===== src/rtl/div_sequencer.sv =====
// Sequencer and trial-subtract ALU for a 32-iteration restoring divider.
// It drives the load, shift-iterate and final shift-right strobes of the remainder register.
//
// state   | meaning
// S_IDLE  | waiting for Start
// S_LOAD  | remainder register loads {0, dividend}
// S_ITER  | one restoring iteration per cycle, WIDTH cycles
// S_SHIFT | final right shift of the upper half
// S_DONE  | result valid, new Start accepted
module div_sequencer #(
   parameter int WIDTH = 32,
   parameter int CNT_W = 5
) (
   input  logic             clk,
   input  logic             Reset,
   input  logic             Start,
   input  logic [WIDTH-1:0] Divisor_in,
   input  logic [WIDTH-1:0] Remainder_hi,
   output logic             Load_ctrl,
   output logic             W_ctrl,
   output logic             SRL_ctrl,
   output logic [WIDTH-1:0] ALU_Result,
   output logic             ALU_Carry,
   output logic             Ready,
   output logic             Busy,
   output logic             DivZero,
   output logic [CNT_W-1:0] Count
);

   typedef enum logic [2:0] {
      S_IDLE  = 3'd0,
      S_LOAD  = 3'd1,
      S_ITER  = 3'd2,
      S_SHIFT = 3'd3,
      S_DONE  = 3'd4
   } state_t;

   localparam logic [CNT_W-1:0] LAST_ITER = CNT_W'(WIDTH - 1);

   state_t           state, state_nxt;
   logic [CNT_W-1:0] count_nxt;
   logic [WIDTH-1:0] divisor_reg;
   logic             accept;
   logic [WIDTH:0]   diff;

   always_ff @(posedge clk) begin
      if (!Reset) begin
         state       <= S_IDLE;
         Count       <= '0;
         divisor_reg <= '0;
         DivZero     <= 1'b0;
      end else begin
         state <= state_nxt;
         Count <= count_nxt;
         if (accept) begin
            divisor_reg <= Divisor_in;
            DivZero     <= (Divisor_in == '0);
         end
      end
   end

   always_comb begin
      state_nxt = state;
      count_nxt = '0;
      accept    = 1'b0;
      Load_ctrl = 1'b0;
      W_ctrl    = 1'b0;
      SRL_ctrl  = 1'b0;
      Ready     = 1'b0;
      Busy      = 1'b0;
      case (state)
         S_IDLE: begin
            if (Start) begin
               accept    = 1'b1;
               state_nxt = S_LOAD;
            end
         end
         S_LOAD: begin
            Load_ctrl = 1'b1;
            Busy      = 1'b1;
            state_nxt = DivZero ? S_DONE : S_ITER;
         end
         S_ITER: begin
            W_ctrl = 1'b1;
            Busy   = 1'b1;
            if (Count == LAST_ITER) state_nxt = S_SHIFT;
            else                    count_nxt = Count + CNT_W'(1);
         end
         S_SHIFT: begin
            SRL_ctrl  = 1'b1;
            Busy      = 1'b1;
            state_nxt = S_DONE;
         end
         S_DONE: begin
            Ready = 1'b1;
            if (Start) begin
               accept    = 1'b1;
               state_nxt = S_LOAD;
            end
         end
         default: state_nxt = S_IDLE;
      endcase
   end

   // Extra top bit captures the borrow: set when Remainder_hi < divisor_reg.
   assign diff       = {1'b0, Remainder_hi} - {1'b0, divisor_reg};
   assign ALU_Result = diff[WIDTH-1:0];
   assign ALU_Carry  = diff[WIDTH];

endmodule

===== config.mk =====
export PLATFORM = sky130hd
export DESIGN_NAME = div_sequencer
export DESIGN_NICKNAME = d
export VERILOG_FILES = /design/src/rtl/div_sequencer.sv
export SDC_FILE = /design/constraint.sdc
export NUM_CORES = 1
export LEC_CHECK = 0
export ABC_CLOCK_PERIOD_IN_PS = 2100
export BUFFER_PORTS_ARGS = -buffer_cell sky130_fd_sc_hd__buf_2
export CAP_MARGIN = 25
export CORE_ASPECT_RATIO = 1.5
export CORE_MARGIN = 2
export CORE_UTILIZATION = 48
export CTS_CLUSTER_DIAMETER = 30
export DETAILED_ROUTE_END_ITERATION = 8
export PLACE_DENSITY = 0.78
export SYNTH_ARGS = -nofsm -noshare
export SYNTH_HDL_FRONTEND = slang
export SYNTH_SLANG_ARGS = --single-unit

===== constraint.sdc =====
create_clock -name clk -period 2.1 [get_ports clk]
set_input_delay 0 -clock clk [delete_from_list [all_inputs] [get_ports clk]]
set_output_delay 0 -clock clk [all_outputs]
set_load 0.05 [all_outputs]

# Word-level counts from Yosys, hierarchy flattened
# Index checks and enable logic that the tools add are counted.
dict set report totals {
  register_bits 41
  elab_cells 32
}
dict set report classes {
  add_sub_neg 2
  n_eq_ne 7
  n_mux 11
  bitwise 2
  n_reduce_logical 6
}
# cell n
set op_table {}
lappend op_table {{subtractor 32 x 32 -> 33 bit} 1}
lappend op_table {{logical NOT 32 bit} 1}
lappend op_table {{one-hot mux 3 bit (4 select lines)} 1}
lappend op_table {{two-way mux 3 bit} 3}
lappend op_table {{two-way mux 1 bit} 7}
lappend op_table {{equality test 3 x 2 -> 1 bit (second input constant)} 2}
lappend op_table {{OR reduction 3 bit} 2}
lappend op_table {{adder 5 x 1 -> 5 bit (second input constant)} 1}
lappend op_table {{equality test 5 bit (second input constant)} 1}
lappend op_table {{equality test 3 x 1 -> 1 bit (second input constant)} 1}
lappend op_table {{equality test 3 bit (second input constant)} 1}
lappend op_table {{logical NOT 3 bit} 1}
lappend op_table {{inequality test 2 x 1 -> 1 bit (second input constant)} 1}
lappend op_table {{inequality test 2 bit (second input constant)} 1}
lappend op_table {{NOT 1 bit} 2}
lappend op_table {{AND reduction 2 bit} 1}
lappend op_table {{OR reduction 2 bit} 1}

# Logic depth before layout (Yosys ltp)
# Gate-level depths: netlist (run 1).
dict set report logic_depth {
  ltp_word 4
  ltp_mapped 9
}

# Worst setup path after synthesis (run 1)
# Ideal clock, no wire load.
dict set report synth_path {
  path_type {register to output}
  startpoint {reg divisor_reg[10]}
  endpoint {out ALU_Result[17]}
  arrival_ps 2694
  required_ps 2100
  slack_ps -594
  path_stages_with_launch 8
  cell_sequence {dfxtp_1 > inv_1 > ha_1 > a21o_1 > a21o_1 > a211oi_2 > a21oi_1 > a211oi_1}
}
dict set report synth_between {
  elab_chain_len 1
}
# item line_no
set synth_rtl {}
lappend synth_rtl {{start: declaration} 42} ;# logic [WIDTH-1:0] divisor_reg;
lappend synth_rtl {{start signal: assignment} 56} ;# divisor_reg <= Divisor_in;
lappend synth_rtl {{subtractor 32 x 32 -> 33 bit} 106} ;# assign diff = {1'b0, Remainder_hi} - {1'b0, divisor_reg};
lappend synth_rtl {{end: declaration} 22} ;# output logic [WIDTH-1:0] ALU_Result,
# No other way between the ends.

# Final worst setup path (run 1)
dict set report layout_path {
  startpoint {reg divisor_reg[0]}
  endpoint {out ALU_Result[28]}
}
# Same word-level chain as after synthesis.

==> results by group, run 1 <==
GRT
  – First-pass GRT wire length: ~24000 µm
  – Largest net degree at the start of global routing: 38
  – Antenna violations before repair: 0
  – Vias in the first global route: 4981
  – GRT Util Overall: between 30% and 40%
  – GR Overflow Total: 0

Power and ir drop
  – Pwr dens: slightly above 700 mW/mm²
  – Switch share: a little over two fifths
  – VDD IR max: approximately 660 µV
  – Sequential power share: a little under a fifth
  – Psw: about 2.1 mW
  – Pint: roughly 2.7 mW
  – Lkg Pwr: 2.83 nW
  – Clock Power Share: between 20% and 30%
  – Combinational power share: a little over 60%

Critical path
  – Critical path class: register to output port
  – Crit. End Element: output port
  – CP most frequent cell: buf_6
  – FF-to-FF End: divisor_reg[9]
  – Slowest stage cell, crit path: fa_2
  – CP required: ~2.1 ns
  – Crit path from: divisor_reg[0]
  – CP Cell Sequence: ha_4, fa_2, nor2b_4, o2111ai_4, a211oi_4, nor3_4, o311ai_4, buf_6, xor2_4, buf_6
  – Max incr delay on CP: between 0.3 and 0.4 ns
  – Reg2Reg Depth: 5
  – Worst path bufs/invs: 2
  – Critical Path AT: approximately 2.8 ns
  – R2R setup slack: around 0.29 ns
  – Worst-path maximum fanout: 3
  – Worst r2r src: state[1]
  – Family with the most delay on the worst path: compound AO/OA/AOI/OAI gates
  – Startpoint Class: register

CTS
  – Root Driver: clkbuf_16
  – CTS Buffer Depth: 2
  – TritonCTS buffer count: 5
  – Worst-Skew Late Latency: around 0.29 ns
  – Clock Sink Count: 41
  – H-tree levels: 2
  – CTS tree: yes
  – Clock Pin Slew Worst Setup and Hold Paths: roughly 0.07 ns

Run
  – Max_cap viols: 0

Timing
  – Skew final: ~0.0081 ns
  – Actual slew at the worst max-slew pin: around 0.57 ns
  – Endpoints failing setup: 30
  – Final setup margin: -0.686 ns
  – Fmax: 359 MHz
  – Final hold vios: 2
  – Period utilization: 133%
  – RSZ-0062 raised after global routing: true
  – Worst rel slew slack: between 60% and 70%
  – Fin crit period: about 2.8 ns
  – Slew Limit Fails: 0
  – Hold WS: -0.00677 ns

Outcome
  – Status: finished, violations left
  – Failing checks: negative hold slack, negative setup slack

Synth
  – Cell variety after synth: 54
  – Mapped Area: 0.00368 mm²
  – Biggest area consumer among synthesized cells: dfxtp_1
  – Syn_area_per_cell: around 7.4 µm²
  – Share of Yosys cell area claimed by the top area cell type: between 20% and 30%
  – Syn Inst Count: between 500 and 600
  – Adder-Cell Fraction of Synth Area: between 10% and 20%
  – Number of synthesized flops with an enable pin: 0
  – Compound-Gate Fraction of Synth Area: a little over a quarter
  – #FFs+latches synth: 41
  – FFs w/ async S/R, synth: 0%
  – XOR/XNOR Fraction of Synth Area: 6.89%
  – Simple-gate share of the synthesized area: about a quarter
  – Top post-synthesis cells by area: dfxtp_1 (22%), ha_1 (12%), nand2_1 (8.8%)
  – Largest family of logic cells by synthesized area: compound AO/OA/AOI/OAI gates
  – Sequential cell area fraction in the yosys report: 22.3%
  – Mux cell area share after synthesis: 0.543%
  – Main synth FF type: dfxtp_1
  – Synth warn: 0
  – Syn_nets: approximately 600

Placed design
  – HPWL Detailed: about 9300 µm
  – GPL Wtd Cong: ~0.95
  – Pre-CTS setup slack: -0.395 ns
  – Port buffer count: 110
  – Placed Area: ~0.005 mm²

Routing
  – Initial DRC count: between 400 and 500
  – Vias: about 5100
  – Vias/cell: approximately 6
  – Detailed Route WL: between 15000 and 20000 µm
  – # DRC: 0
  – Routed Antenna Nets: 0
  – WL per Instance: approximately 23 µm
  – First drt pass iteration count: 6

Layout
  – # nets final: between 800 and 900
  – Commonest non-fill, non-tap cell in the layout: buf_4
  – N_diodes: 0
  – Layout cells sized above 1: between 50% and 60%
  – Design area: between 0.006 and 0.007 mm²
  – Post-layout util: slightly below 90%
  – Commonest non-fill, non-tap cells in the layout: buf_4 (98), nand2_1 (81), buf_2 (81)
  – Area Overhead vs Synth: 80.6%
  – Flip-flop count of the largest register after layout: 32

Min path
  – Hold WC Path Type: input port to register
  – Hold path cells: 3
  – Hold Path End: divisor_reg[30]
  – Hold Path Origin: Divisor_in[30]

Die
  – Die Wd: 75.5 µm
  – FP Rows: 39
  – Die span in y: approximately 110 µm
  – Core Area: 0.00751 mm²
  – Die area: approximately 0.0084 mm²
  – Io pins: roughly 110
  – Initial Util: about half
## synth_stat cells (2+ instances only)
cell type  number
a211o_1         5
a211oi_1        4
a211oi_2        2
a21boi_0       33
a21boi_1        3
a21o_1         17
a21oi_1        26
a21oi_2         2
a31o_2          4
a31oi_1         3
a41o_1          2
and2_1          6
and3_1          6
buf_2           6
clkbuf_1       16
dfxtp_1        41
ha_1           34
inv_1          44
mux2i_1         2
nand2_1        86
nand2b_1        8
nand3_1        13
nand3b_1        5
nand4_1         5
nor2_1         31
nor2b_1         5
nor3_1          7
nor3b_1         2
nor4_1         10
o211ai_1        6
o21a_1          3
o21ai_0        12
o21ai_1         3
o31ai_1         2
xnor2_1        18
xor2_1         11
## logic make-up (layout without fill, tap and decap cells)
| family | Yosys count | after routing |
|---|---|---|
| simple gates | 187 | 187 |
| compound gates | 140 | 140 |
| buf+inv | 67 | 290 |
| flops | 41 | 41 |
| fa+ha+maj | 35 | 35 |
| xor+xnor | 29 | 29 |
| mux | 2 | 2 |
## power by group through the flow
stage	clock network [mW]	registers [mW]	logic [mW]
floorplan	0	0.864	1.46
global placement	0	0.865	2.03
detailed placement	0	0.868	2.05
CTS	1.00	0.856	2.55
global route	1.05	0.865	3.01
finish	1.02	0.863	2.89
## cell type report
type	count	area, µm²
Sequential cell	41	838
Timing Repair Buffer	238	1810
Multi-Input combinational cell	393	3530
Fill cell	343	858
Tap cell	102	128
Clock buffer	5	125
Inverter	44	165
Clock inverter	3	65.1
## worst reg2reg max path, delay by kind of cell, from the launching register on
| kind | cells | cell delay [ns] |
|---|---|---|
| compound gates | 1 | 0.30 |
| buf+inv | 1 | 0.37 |
| flops | 1 | 0.42 |
| simple gates | 3 | 0.61 |
## layer usage
metal	vias to the layer above	GRT usage (%)	share of wire [%]	wire, µm
met2	429	64.1	48	9110
met1	2312	37.6	31	5870
li1	2181	-	-	-
met3	165	8.45	9.9	1870
met4	0	19.6	11	1990
met5	-	0	0	0
## worst max path at each step
stage                                end  slack, ns  depth (start not counted)
final                     ALU_Result[28]      -0.69                         10
after global routing      ALU_Result[18]      -0.72                         10
after CTS                 ALU_Result[28]      -0.49                         10
after detailed placement  ALU_Result[28]      -0.39                         10
after global placement    ALU_Result[28]      -0.38                         10
after floorplan           ALU_Result[28]      -0.19                          8
## what timing repair did
item / CTS / global route
resized for setup: 167 / 45
buffers inserted: 24 / 11
hold buffers: 19 / 0
hold endpoints to repair: 19 / 0
setup endpoints to repair: 26 / 29
pin swaps: 54 / 32
## stage by stage
| step | TNS, ns | hold WS, ns | std cells | power (mW) |
|---|---|---|---|---|
| after floorplan | -1.44 | 0.137 | 501 | 2.32 |
| after global placement | -4.30 | 0.266 | 766 | 2.89 |
| after detailed placement | -4.90 | 0.273 | 766 | 2.92 |
| after CTS | -7.76 | 0.000401 | 817 | 4.41 |
| after global routing | -15.52 | 0.0101 | 826 | 4.92 |
| final | -14.47 | -0.00677 | 826 | 4.78 |
Power figures use the tool's default switching activity.
==> run 2: changes to the inputs <==
--- a/config.mk
+++ b/config.mk
@@ -5,12 +5,12 @@
 export SDC_FILE = /design/constraint.sdc
 export NUM_CORES = 1
 export LEC_CHECK = 0
-export ABC_CLOCK_PERIOD_IN_PS = 2100
+export ABC_CLOCK_PERIOD_IN_PS = 3250
 export BUFFER_PORTS_ARGS = -buffer_cell sky130_fd_sc_hd__buf_2
 export CAP_MARGIN = 25
 export CORE_ASPECT_RATIO = 1.5
 export CORE_MARGIN = 2
-export CORE_UTILIZATION = 48
+export CORE_UTILIZATION = 50
 export CTS_CLUSTER_DIAMETER = 30
 export DETAILED_ROUTE_END_ITERATION = 8
 export PLACE_DENSITY = 0.78
==> constraint.sdc (replaced) <==
create_clock -name clk -period 3.25 [get_ports clk]
set_input_delay 0 -clock clk [delete_from_list [all_inputs] [get_ports clk]]
set_output_delay 0 -clock clk [all_outputs]
set_load 0.05 [all_outputs]
==> run 2 against run 1 <==
Compared with the run above:
- the flow finishes with violations (negative hold slack)
- critical path type unchanged
- first-iteration DRC count decreased by 40%
- utilization decreased by 23 points
- clock-buffer cell count unchanged
- largest power group unchanged
- sequential share of layout area increased by 4.9 points
- critical path depth decreased by 1
- wire length decreased by 42%
==> results by group, run 2 (synthesized netlist as in run 1, its figures left out) <==
Outcome
  – Status: finished, violations left (unchanged)
  – Failing checks: negative hold slack (was negative hold slack, negative setup slack)

CTS
  – H-tree levels: 2 (unchanged)
  – CTS tree: yes (unchanged)
  – Root Driver: clkbuf_8 (was clkbuf_16)
  – Cells resized by post-CTS repair: 0 (was 167)
  – Clock Pin Slew Worst Setup and Hold Paths: 0.08 ns (was 0.07 ns)
  – Post-CTS Repair Setup Buffers: 0 (was 24)
  – TritonCTS buffer count: 5 (unchanged)
  – Clock Sink Count: 41 (unchanged)
  – CTS Buffer Depth: 2 (unchanged)
  – Worst-Skew Late Latency: 0.30 ns (was 0.29 ns)

Placed design
  – Port buffer count: 110 (unchanged)
  – GPL Wtd Cong: 0.980 (was 0.952)
  – HPWL Detailed: 8040 µm (was 9270 µm)

Critical path
  – CP Cell Sequence: ha_1, fa_1, nor2b_1, o2111ai_1, a211oi_1, o21ai_1, a21boi_1, xor2_1, buf_2 (was ha_4, fa_2, nor2b_4, o2111ai_4, a211oi_4, nor3_4, o311ai_4, buf_6, xor2_4, buf_6)
  – CP required: 3.25 ns (was 2.10 ns)
  – Worst path bufs/invs: 1 (was 2)
  – Worst-path maximum fanout: 4 (was 3)
  – Startpoint Class: register (unchanged)
  – Crit. End Element: output port (unchanged)
  – Critical Path AT: 2.97 ns (was 2.79 ns)
  – Slowest stage cell, crit path: fa_1 (was fa_2)
  – Critical path class: register to output port (unchanged)
  – Family with the most delay on the worst path: compound AO/OA/AOI/OAI gates (unchanged)
  – Max incr delay on CP: 0.41 ns (was 0.37 ns)

Power and ir drop
  – VDD IR max: 303 µV (was 657 µV)
  – Power, Total: 2.02 mW (was 4.78 mW)
  – Lkg Pwr: 2.08 nW (was 2.83 nW)
  – Pwr dens: 430 mW/mm² (was 718 mW/mm²)

GRT
  – Vias in the first global route: 3906 (was 4981)
  – First-pass GRT wire length: 17000 µm (was 23600 µm)
  – Largest net degree at the start of global routing: 38 (unchanged)
  – GRT Util Overall: 26.6% (was 36.3%)
  – GR Overflow Total: 0 (unchanged)
  – Antenna violations before repair: 0 (unchanged)

Timing
  – Final hold vios: 1 (was 2)
  – Skew final: 0.0102 ns (was 0.00810 ns)
  – Fin crit period: between 2 and 3 ns
  – Actual slew at the worst max-slew pin: 0.543 ns (was 0.571 ns)
  – Period utilization: between 90% and 100%
  – Slew Limit Fails: 0 (unchanged)
  – RSZ-0062 raised after global routing: false (was true)
  – Hold WS: -0.00984 ns (was -0.00677 ns)
  – Fmax: about 340 MHz
  – Worst rel slew slack: 63.3% (was 61.6%)
  – Endpoints failing setup: 0 (was 30)
  – Sum Neg Setup Slack: 0 ns (was -14.47 ns)

Routing
  – Initial DRC count: 262 (was 437)
  – Detailed Route WL: 10900 µm (was 18800 µm)
  – Vias: 4077 (was 5087)
  – First drt pass iteration count: 5 (was 6)
  – WL per Instance: 15.0 µm (was 22.8 µm)
  – Vias/cell: 5.59 (was 6.16)
  – Routed Antenna Nets: 0 (unchanged)
  – # DRC: 0 (unchanged)

Layout
  – Area Overhead vs Synth: 27.5% (was 80.6%)
  – Layout cells sized above 1: 21.0% (was 50.7%)
  – Flip-flop count of the largest register after layout: 32 (unchanged)
  – # fillers: 632 (was 343)
  – Commonest non-fill, non-tap cell in the layout: buf_2 (was buf_4)
  – # nets final: 730 (was 825)
  – Post-layout util: 65.4% (was 88.6%)
  – Commonest non-fill, non-tap cells in the layout: buf_2 (110), nand2_1 (86), inv_1 (44) (was buf_4 (98), nand2_1 (81), buf_2 (81))
  – N_diodes: 0 (unchanged)

Die
  – Core Area: 0.00718 mm² (was 0.00751 mm²)
  – FP Rows: 38 (was 39)
  – Die area: 0.00809 mm² (was 0.00841 mm²)
  – Die span in y: 109 µm (was 111 µm)
  – Initial Util: 51.3% (was 49.0%)
  – Io pins: 111 (unchanged)
  – Die Wd: 74.1 µm (was 75.5 µm)

Min path
  – Hold WC Path Type: input port to register (unchanged)

Run
  – Max_cap viols: 0 (unchanged)
## run 2: cell types whose count changed in the layout (fill, tap and decap cells not counted), sizes merged
cell / previous run / this run
buf: 219 / 112
bufinv: 2 / 0
clkinvlp: 0 / 1
clkinv: 1 / 2
dlygate4sd3: 19 / 31
## run 2: metal layers
layer / vias to the layer above / track usage [%] / share of wire [%]
met2: 164 / 49.0 / 52
met5: - / 0 / 0
met1: 1867 / 29.1 / 39
li1: 2007 / - / -
met3: 39 / 3.79 / 4.7
met4: 0 / 12.6 / 4.0
## run 2: cell type report
type	instances	area, µm²	area share (%)
Inverter	44	165	3.52
Tap cell	100	125	2.66
Multi-Input combinational cell	393	2600	55.3
Clock inverter	3	17.5	0.373
Timing Repair Buffer	143	903	19.2
Clock buffer	5	68.8	1.46
Sequential cell	41	821	17.5
## run 2: metrics by stage
stage | cells | cell area [µm²] | worst slack (ns)
after floorplan | 501 | 3680 | 0.556
after global placement | 688 | 4260 | 0.722
after detailed placement | 689 | 4290 | 0.659
after CTS | 728 | 4680 | 0.310
after global routing | 729 | 4700 | 0.113
final | 729 | 4700 | 0.285
## run 2: worst reg2reg max path: stages (launching register included)
cell and delay, ns:
dfxtp_1 0.39, nor2_1 0.25, nand2_1 0.38, buf_16 0.29
nor3_1 0.18, a21oi_1 0.06, nor2b_1 0.13
## run 2: worst paths after layout
path	startpoint	endpoint	slack, ns	depth (start not counted)
worst max-delay path	divisor_reg[0]	ALU_Result[26]	0.28	9
worst max register to register	state[1]	DivZero	1.50	6
worst min-delay path	Divisor_in[16]	divisor_reg[16]	-0.01	3
worst min register to register	divisor_reg[15]	divisor_reg[15]	0.46	2
## run 2: where the power goes
group | leakage [nW] | internal [mW] | switching, mW
sequential | 0.336 | 0.532 | 0.0179
combinational | 1.70 | 0.363 | 0.782
clock | 0.0439 | 0.148 | 0.176
total | 2.08 | 1.04 | 0.977
## run 2: what timing repair did
item	4_1_cts	5_1_grt
setup endpoints to repair	0	0
hold buffers	31	0
hold endpoints to repair	31	0
==> run 3: changes to the inputs <==
--- a/config.mk
+++ b/config.mk
@@ -10,10 +10,10 @@
 export CAP_MARGIN = 25
 export CORE_ASPECT_RATIO = 1.5
 export CORE_MARGIN = 2
-export CORE_UTILIZATION = 50
+export CORE_UTILIZATION = 57
 export CTS_CLUSTER_DIAMETER = 30
 export DETAILED_ROUTE_END_ITERATION = 8
-export PLACE_DENSITY = 0.78
+export PLACE_DENSITY = 0.87
 export SYNTH_ARGS = -nofsm -noshare
 export SYNTH_HDL_FRONTEND = slang
 export SYNTH_SLANG_ARGS = --single-unit
==> run 3 against run 2 <==
Compared with the run above:
- the flow now finishes without violations
- critical path depth did not move
- global-route usage grew 4.7 points
- first-iteration DRC count increased by 19%
- die area is 12% lower
- worst hold slack better by 0.023 ns
- via count rose by 2.1%
- total power is 0.26% higher
- cell area down 1.7%
- clock power is 4% higher
- sequential share of layout area rose by 0.30 points
==> results by group, run 3 (synthesized netlist as in run 1, its figures left out) <==
Layout
  – Final Non-Filler Cells: 699 (was 729)
  – Area Overhead vs Synth: 25.3% (was 27.5%)
  – Commonest non-fill, non-tap cell in the layout: buf_2 (unchanged)
  – Layout cells sized above 1: 20.6% (was 21.0%)
  – Commonest non-fill, non-tap cells in the layout: buf_2 (110), nand2_1 (86), inv_1 (44) (unchanged)
  – # nets final: 727 (was 730)
  – N_diodes: 0 (unchanged)
  – Flip-flop count of the largest register after layout: 32 (unchanged)
  – # fillers: 488 (was 632)
  – Post-layout util: 74.3% (was 65.4%)

Critical path
  – R2R setup slack: 1.24 ns (was 1.50 ns)
  – Critical path class: register to output port (unchanged)
  – Startpoint Class: register (unchanged)
  – Worst path bufs/invs: 1 (unchanged)
  – Family with the most delay on the worst path: compound AO/OA/AOI/OAI gates (unchanged)
  – Crit. End Element: output port (unchanged)
  – Max incr delay on CP: 0.41 ns (about the same)
  – Critical Path AT: 2.95 ns (was 2.97 ns)
  – Slowest stage cell, crit path: fa_1 (unchanged)
  – Worst-path maximum fanout: 4 (unchanged)
  – CP Cell Sequence: ha_1, fa_1, nor2b_1, o2111ai_1, a211oi_1, o21ai_1, a21boi_1, xor2_1, buf_2 (unchanged)
  – CP required: 3.25 ns (about the same)

CTS
  – Worst-Skew Late Latency: 0.30 ns (about the same)
  – TritonCTS buffer count: 5 (unchanged)
  – Root Driver: clkbuf_8 (unchanged)
  – H-tree levels: 2 (unchanged)
  – Clock Pin Slew Worst Setup and Hold Paths: 0.08 ns (about the same)
  – CTS Buffer Depth: 2 (unchanged)
  – Clock Sink Count: 41 (unchanged)
  – CTS tree: yes (unchanged)
  – Post-CTS Repair Setup Buffers: 0 (unchanged)

Placed design
  – HPWL Detailed: 7860 µm (was 8040 µm)
  – Port buffer count: 110 (unchanged)
  – Placed Instances: 662 (was 689)
  – GPL Wtd Cong: 0.910 (was 0.980)

GRT
  – Antenna violations before repair: 0 (unchanged)
  – Vias in the first global route: 4050 (was 3906)
  – GR Overflow Total: 0 (unchanged)
  – Largest net degree at the start of global routing: 38 (unchanged)
  – GRT Util Overall: 31.3% (was 26.6%)
  – First-pass GRT wire length: 18100 µm (was 17000 µm)

Routing
  – First drt pass iteration count: 5 (unchanged)
  – Routed Antenna Nets: 0 (unchanged)
  – Vias/cell: 5.95 (was 5.59)
  – # DRC: 0 (unchanged)
  – Detailed Route WL: 11300 µm (was 10900 µm)
  – WL per Instance: 16.2 µm (was 15.0 µm)
  – Vias: 4162 (was 4077)
  – Initial DRC count: 313 (was 262)

Timing
  – Final hold vios: 0 (was 1)
  – Slew Limit Fails: 0 (unchanged)
  – Period utilization: 90.7% (was 91.2%)
  – Fmax: 339 MHz (was 337 MHz)
  – Hold WS: 0.0132 ns (was -0.00984 ns)
  – Sum Neg Setup Slack: 0 ns (unchanged)
  – Fin crit period: 2.95 ns (was 2.97 ns)
  – RSZ-0062 raised after global routing: false (unchanged)
  – Actual slew at the worst max-slew pin: 1.06 ns (was 0.543 ns)
  – Skew final: 0.00669 ns (was 0.0102 ns)
  – Worst rel slew slack: 29.2% (was 63.3%)
  – Endpoints failing setup: 0 (unchanged)

Run
  – Max_cap viols: 0 (unchanged)

Die
  – Initial Util: 59.3% (was 51.3%)
  – Die span in y: 102 µm (was 109 µm)
  – FP Rows: 35 (was 38)
  – Core Area: 0.00622 mm² (was 0.00718 mm²)
  – Die Wd: 69.7 µm (was 74.1 µm)
  – Die area: 0.00714 mm² (was 0.00809 mm²)
  – Io pins: 111 (unchanged)

Power and ir drop
  – Pwr dens: 438 mW/mm² (was 430 mW/mm²)
  – Lkg Pwr: 2.06 nW (was 2.08 nW)
  – VDD IR max: 432 µV (was 303 µV)
  – Power, Total: 2.02 mW (about the same)

Min path
  – Hold WC Path Type: input port to register (unchanged)

Outcome
  – Status: completed (was finished, violations left)
[run 3: cell types whose count changed in the layout (fill, tap and decap cells not counted), sizes merged]
| cell | delta |
|---|---|
| dlygate4sd3 | -2 |
| clkinvlp | -1 |
| buf | -1 |
| clkbuf | +2 |
| clkinv | -2 |
[run 3: final timing paths]
check / cells past startpoint / endpoint / start
min: 3 / divisor_reg[22] / Divisor_in[22]
max reg2reg: 4 / divisor_reg[22] / state[1]
max: 9 / ALU_Result[26] / divisor_reg[0]
min reg2reg: 2 / divisor_reg[14] / divisor_reg[14]
[run 3: final cells by class]
type | count | area [µm²] | area share [%]
inverters | 44 | 165 | 3.58
well taps | 74 | 92.6 | 2.00
multi-input cells | 393 | 2600 | 56.2
repair buffers | 140 | 856 | 18.5
clock buffers | 7 | 86.3 | 1.87
flip-flops and latches | 41 | 821 | 17.8
[run 3: metrics by stage]
step                      worst slack, ns  instance area (µm²)
after floorplan                     0.556                 3680
after global placement              0.729                 4230
after detailed placement            0.662                 4230
after CTS                           0.315                 4600
after global routing                0.129                 4620
final                               0.302                 4620
[run 3: per-layer routing]
layer | vias up | share of wire, % | track usage, %
met5 | - | 0 | 0
met4 | 0 | 5.0 | 16.4
met3 | 61 | 7.1 | 4.34
met2 | 219 | 50 | 58.4
met1 | 1883 | 38 | 34.5
li1 | 1999 | - | -
[run 3: worst register-to-register path, stage by stage (launching register included)]
cell and delay [ns]:
dfxtp_1 0.39, nor2_1 0.27, and2_1 0.89, nand2_1 0.17, a21boi_0 0.22
[run 3: where the power goes]
group	switching, mW	internal, mW
Clock	0.169	0.168
Sequential	0.0173	0.532
Combinational	0.782	0.356
[run 3: what timing repair did]
action | 4_1_cts | 5_1_grt
hold buffers | 29 | 0
endpoints found under the hold margin | 29 | 0
resized for setup | 0 | 0
